$ cat config.mk
export PLATFORM = sky130hd
export DESIGN_NAME = output_layer_mac
export DESIGN_NICKNAME = d
export VERILOG_FILES = /design/src/rtl/output_layer_mac.sv
export SDC_FILE = /design/constraint.sdc
export NUM_CORES = 2
export LEC_CHECK = 0
export CORE_MARGIN = 2
export CORE_UTILIZATION = 40
export CTS_BUF_LIST = sky130_fd_sc_hd__clkbuf_4
export DETAILED_ROUTE_END_ITERATION = 8
export SETUP_SLACK_MARGIN = 0.5
export SLEW_MARGIN = 5
export SYNTH_ARGS = -nofsm -noshare
export SYNTH_HDL_FRONTEND = slang
export SYNTH_SLANG_ARGS = --single-unit
$ cat constraint.sdc
create_clock -name clk -period 6.9 [get_ports clk]
set_clock_uncertainty 0.1 [all_clocks]
set_input_delay 1.035 -clock clk [delete_from_list [all_inputs] [get_ports clk]]
set_output_delay 1.035 -clock clk [all_outputs]
set_load 0.01 [all_outputs]
$ cat src/rtl/output_layer_mac.sv
// output_layer_mac: 10 parallel signed MACs over an N_IN-beat activation stream, requantised to unsigned 8-bit scores.
// Build option: define OUTPUT_LAYER_ROUND_EN for round-half-up requantisation (default: floor shift).
module output_layer_mac #(
  parameter int N_IN  = 64,
  parameter int ACC_W = 24,
  parameter int SHIFT = 8
) (
  input  logic        clk,
  input  logic        rst_n,
  input  logic        start,
  input  logic        in_valid,
  output logic        in_ready,
  input  logic [7:0]  in_data,
  input  logic [79:0] w_data,
  output logic        busy,
  output logic        out_valid,
  output logic [7:0]  mac0,
  output logic [7:0]  mac1,
  output logic [7:0]  mac2,
  output logic [7:0]  mac3,
  output logic [7:0]  mac4,
  output logic [7:0]  mac5,
  output logic [7:0]  mac6,
  output logic [7:0]  mac7,
  output logic [7:0]  mac8,
  output logic [7:0]  mac9
);
  localparam int CNT_W = N_IN > 1 ? $clog2(N_IN) : 1;
  typedef enum logic [1:0] {IDLE, ACCUM, REQUANT, DONE} state_t;
  state_t                  r_state, w_next;
  logic [CNT_W-1:0]        r_count;
  logic signed [ACC_W-1:0] r_acc [10];
  logic [7:0]              r_mac [10];
  logic signed [ACC_W-1:0] w_prod [10];
  logic [7:0]              w_sat [10];
  logic                    w_fire, w_last;
  assign in_ready  = r_state == ACCUM;
  assign busy      = r_state != IDLE;
  assign out_valid = r_state == DONE;
  assign w_fire    = in_valid & in_ready;
  assign w_last    = r_count == CNT_W'(N_IN - 1);
  always_comb begin
    w_next = r_state;
    case (r_state)
      IDLE:    w_next = start ? ACCUM : IDLE;
      ACCUM:   w_next = (w_fire && w_last) ? REQUANT : ACCUM;
      REQUANT: w_next = DONE;
      default: w_next = IDLE;
    endcase
  end
  for (genvar k = 0; k < 10; k++) begin : g_neuron
    logic signed [16:0]    w_mul;
    logic signed [ACC_W:0] w_s;
    assign w_mul     = $signed({1'b0, in_data}) * $signed(w_data[8*k +: 8]);
    assign w_prod[k] = {{(ACC_W-17){w_mul[16]}}, w_mul};
`ifdef OUTPUT_LAYER_ROUND_EN
    // Widened by one bit so the rounding offset can never wrap the accumulator.
    assign w_s = $signed({r_acc[k][ACC_W-1], r_acc[k]} + (ACC_W+1)'(2 ** (SHIFT - 1))) >>> SHIFT;
`else
    assign w_s = $signed({r_acc[k][ACC_W-1], r_acc[k]}) >>> SHIFT;
`endif
    assign w_sat[k] = w_s[ACC_W] ? 8'd0 : (w_s > $signed((ACC_W+1)'(255))) ? 8'hFF : w_s[7:0];
  end
  always_ff @(posedge clk or negedge rst_n) begin
    if (!rst_n) begin
      r_state <= IDLE;
      r_count <= '0;
      for (int i = 0; i < 10; i++) begin
        r_acc[i] <= '0;
        r_mac[i] <= '0;
      end
    end else begin
      r_state <= w_next;
      if (r_state == IDLE && start) begin
        r_count <= '0;
        for (int i = 0; i < 10; i++) r_acc[i] <= '0;
      end else if (w_fire) begin
        r_count <= r_count + CNT_W'(1);
        for (int i = 0; i < 10; i++) r_acc[i] <= r_acc[i] + w_prod[i];
      end
      if (r_state == REQUANT)
        for (int i = 0; i < 10; i++) r_mac[i] <= w_sat[i];
    end
  end
  assign mac0 = r_mac[0];
  assign mac1 = r_mac[1];
  assign mac2 = r_mac[2];
  assign mac3 = r_mac[3];
  assign mac4 = r_mac[4];
  assign mac5 = r_mac[5];
  assign mac6 = r_mac[6];
  assign mac7 = r_mac[7];
  assign mac8 = r_mac[8];
  assign mac9 = r_mac[9];
endmodule

* Yosys cells after proc, flatten, opt, wreduce, memory -nomap -nowiden
Index checks and enable logic that the tools add are counted.
Cells by class: magnitude comparators 10, reductions and logical operators 5, bitwise logic cells 1, multiplexer cells 27, $mul 10, add/subtract/negate cells 11, equality and inequality tests 4
Operators by type and width (count):
- 2-to-1 mux 240 bit | 2
- adder 24 x 17 -> 24 bit | 10
- multiplier 9 x 8 -> 17 bit | 10
- > comparator 16 x 9 -> 1 bit (second input constant) | 10
- 2-to-1 mux 8 bit | 20
- 2-to-1 mux 6 bit | 2
- adder 6 x 1 -> 6 bit (second input constant) | 1
- == test 6 bit (second input constant) | 1
- case mux 2 bit (3 select lines) | 1
- == test 2 bit (second input constant) | 2
- nonzero test 2 bit | 2
- == test 2 x 1 -> 1 bit (second input constant) | 1
- logical AND 1 bit | 2
- logical NOT 2 bit | 1
- 2-to-1 mux 2 bit | 1
- bitwise AND 1 bit | 1
- 2-to-1 mux 1 bit | 1
Word-level totals: word-level logic and storage cells 90, flip-flop bits (word level) 328, output and inout bits 83

* Longest topological paths before layout
word-level depth 5, mapped depth 22, mapped depth without buffers 20

* Worst setup path after synthesis
OpenSTA, ideal clock, no wires.
path type in2reg, start point in in_data[7], end point reg r_acc, in the netlist g_neuron[6].w_s[15], buffers on the path 3, stages 19, required time 6.670 ns, setup slack 0.492 ns, arrival 6.179 ns, setup time 0.130 ns, path through clkbuf_1 > clkbuf_1 > clkbuf_1 > nand2_1 > fa_1 > inv_1 > fa_1 > fa_1 > fa_1 > fa_1 > ha_1 > a21o_1 > a2bb2oi_2 > a21oi_1 > a221o_1 > a221o_1 > a21oi_1 > xnor2_1 > o21ai_1
Between the ends: word-level cells in the longest chain between the ends 4
Ends and longest elaborated chain:
- from (decl) | RTL line 13 | input logic [7:0] in_data,
- multiplier 9 x 8 -> 17 bit | RTL line 54 | assign w_mul = $signed({1'b0, in_data}) * $signed(w_data[8*k +: 8]);
- adder 24 x 17 -> 24 bit | RTL line 79 | for (int i = 0; i < 10; i++) r_acc[i] <= r_acc[i] + w_prod[i];
- 2-to-1 mux 240 bit | RTL line 77 | end else if (w_fire) begin
- 2-to-1 mux 240 bit | RTL line 74 | if (r_state == IDLE && start) begin
- to (signal, indexed assignment) | RTL line 69 | r_acc[i] <= '0;
- to (decl) | RTL line 32 | logic signed [ACC_W-1:0] r_acc [10];
Every way passes these cells. The select of a mux whose other input is x is not followed. A chain may end at the register's enable or synchronous reset.

* Worst setup path in the final report
start point in in_data[3], end point reg r_acc, in the netlist g_neuron[2].w_s[13]
Same word-level chain as after synthesis.

==> flow_summary.yaml <==
outcome:
  status: "finished clean"
clock_network:
  h-tree-depth: 3
  cts_setup_buffers: 0
  clock-sinks: 328
  cts_resized: 0
  cts_max_path_buffers: 3
  insertion_delay_ns: 0.99
  clkTransAtPathRegs_ns: 0.07
  cts_made_buffers: 107
  cts_tree: "yes"
  cts-root-buf: "clkbuf_4"
grt:
  grt_pass1_vias: 36052
  grt-ovfl-total: 0
  antenna_found_initial: 11
  grt_pass1_wl_mm: 188
  grt_max_degree: 180
  gr-usage-all-layers_pct: 20.1
detailed_routing:
  wl_mm: 111
  drc: 0
  drtPass1Iterations: 5
  drt_iter0_drc: 1676
  num_vias: 33939
  wl_per_cell_um: 16.7
  antenna_left: 0
  vias_per_cell: 5.13
final_layout:
  areaGrowthSynthToFinish_pct: 10.9
  nFillCells: 10977
  final_nets: 6417
  drive_gt1_share_pct: 5.21
synth:
  ys.flop_type: "dfrtp_1"
  ys_warn_count: 0
  async_flop_share_pct: 100
  synth-edff-count: 0
  ys_seq_area_share_pct: 18.3
  synth_cell_types: 72
  ys_seq_elements: 328
  synth_nets: 6257
  syn_avg_cell_area_um2: 9.15
  syn_area_um2: 44800
  synth_cells: 4894
worst_hold_path:
  hold_start: "mac7[3]"
  whs_path_depth: 2
  hold_path_end: "mac7[3]"
  hp-class: "register to register"
timing:
  max_freq_mhz: 173
  slew_headroom_pct: 22.2
  hold_viol: 0
  post-route-period-util_pct: 83.7
  min_period_ns: 5.78
  drv_slew: 0
  setup_viol: 0
  setup_tns_ns: 0
  tightest_slew_ns: 1.17
  rsz0062_at_grt: "no"
power:
  p_per_area_nw_per_um2: 503
  p_leak_nw: 25.8
  power.total_w: 0.0250
  ir_worst_vdd_uv: 243
placed_design:
  dp.final_hpwl_mm: 83.8
  port_buffers: 174
  gp_congestion: 0.853
floorplanning:
  die-area_um2: 115000
  ios: 175
  row_count: 122
  start_util_pct: 40.4
  core_um2: 111000
  die_y_um: 339
  chipWidth_um: 339
worst_setup_path:
  cp-start-kind: "input pin"
  worstSetupPathType: "input pin to register"
  reg2reg_from: "r_acc[78]"
  end_kind: "register"
  crit_arrival_ns: 6.41
  required_ns: 7.54
  worstRegToRegCells: 18
  startpoint: "in_data[3]"
  cp_max_fo: 50
  reg2reg_to: "g_neuron[6].w_s[15]"
  r2r_slack_ns: 1.66
job:
  cap_violations: 0
## layer usage
metal	wire length, um	vias to the layer above	track usage, %	part of all wire, %
met5	54	-	0	0.049
met4	2250	8	5.21	2.0
met3	5150	145	3.22	4.7
met2	51300	546	33.1	46
met1	51800	16831	27.4	47
li1	-	16409	-	-
## layout by cell type (no fill, tap or decap), types with 11 or more instances in the layout
master and count:
ha_1 761, inv_1 700, nand2_1 636, fa_1 510, dfrtp_1 328, and2_1 296, nor2_1 239, o21ai_0 237
clkdlybuf4s50_1 165, a21oi_1 155, clkbuf_4 148, xnor2_1 111, o31ai_1 97, xor2_1 79, a21o_1 77, buf_4 74
nand2b_1 61, a22o_1 53, nand3_1 36, a31oi_1 27, nor3_1 26, clkinv_1 24, a211oi_1 23, nand4_1 20
o21a_1 20, and3_1 17, nor2b_1 15, a32o_1 15, o21bai_1 13, nor4_1 12, a211o_1 11, buf_12 11
## state kept, by name, summed over array words and instances, names as in the netlist
signal	cells
g_neuron.w_s	160
mac0	8
mac1	8
mac2	8
mac3	8
mac4	8
mac5	8
mac6	8
mac7	8
mac8	8
mac9	8
r_acc	80
r_count	6
r_state	2
## worst max-delay path by stage
stage | to | slack, ns | cells after the start
floorplan | g_neuron[6].w_s[15] | 0.58 | 19
global route | g_neuron[2].w_s[13] | 0.86 | 19
finish | g_neuron[2].w_s[13] | 1.12 | 18
CTS | g_neuron[2].w_s[13] | 1.25 | 19
global placement | g_neuron[2].w_s[13] | 0.27 | 18
detailed placement | g_neuron[2].w_s[13] | 0.22 | 19
## cell usage after synthesis, types with 77 or more instances
cell      number  area share, %
a21o_1        77            1.3
ha_1         761             21
xnor2_1      111            2.2
o31ai_1       97            1.6
fa_1         510             23
nand2_1      637            5.3
dfrtp_1      328             18
and2_1       297            4.1
o21ai_0      237            2.6
xor2_1        79            1.5
nor2_1       240            2.0
a21oi_1      155            1.7
clkbuf_1     160            1.3
inv_1        700            5.9
## kinds of logic (layout without fill, tap and decap cells)
family | after synthesis | count (layout) | share of synthesized area (%)
flops | 328 | 328 | 18.3
other cells | 0 | 7 | 0
xor+xnor | 190 | 190 | 3.72
compound gates | 804 | 804 | 11.7
mux | 4 | 4 | 0.0894
buf+inv | 903 | 1136 | 7.58
fa+ha+maj | 1271 | 1271 | 44.1
simple gates | 1394 | 1394 | 14.5
## timing repair
item | CTS | global route
hold buffers | 1 | 0
endpoints found under the setup margin | 0 | 0
hold endpoints to repair | 78 | 0
## power breakdown
group          internal [W]  leakage, nW  switching (W)  total (W)
Combinational       0.00862         20.9         0.0108     0.0195
Sequential          0.00277         4.15       0.000721    0.00350
Clock               0.00102        0.770        0.00102    0.00204
Total                0.0124         25.8         0.0126     0.0250
## area by class of cell
type	count	area (um^2)	area share, %
inverter	702	2640	5.30
multi-input combinational	3663	33200	66.9
tap	1488	1860	3.75
clock inverter	34	175	0.353
antenna	7	17.5	0.0353
sequential	328	8210	16.5
timing repair buffer	252	2450	4.94
clock buffer	148	1110	2.24
## through the flow
step | setup WS, ns | utilization [%] | cell area [um^2] | std cells | hold slack [ns]
2_1_floorplan | 0.578 | - | 44800 | 4894 | 0.350
3_3_place_gp | 0.272 | 43.6 | 48400 | 6432 | 0.364
3_5_place_dp | 0.220 | 43.6 | 48400 | 6432 | 0.365
4_1_cts | 1.25 | 44.8 | 49700 | 6615 | 0.379
5_1_grt | 0.856 | 44.8 | 49700 | 6620 | 0.399
6_report | 1.12 | 44.8 | 49700 | 6622 | 0.375
## critical path: stages
cell,delay (ns)
buf_4,0.64
buf_4,0.30
nand2_1,0.08
fa_1,0.47
fa_1,0.54
inv_1,0.05
fa_1,0.48
fa_1,0.52
fa_1,0.42
ha_1,0.33
o21ai_0,0.09
nor2_1,0.11
o31ai_4,0.27
o21ai_1,0.11
a221o_1,0.41
a221oi_2,0.26
xor2_1,0.18
o21ai_0,0.09
No activity file was read; power rests on OpenSTA's default activity.
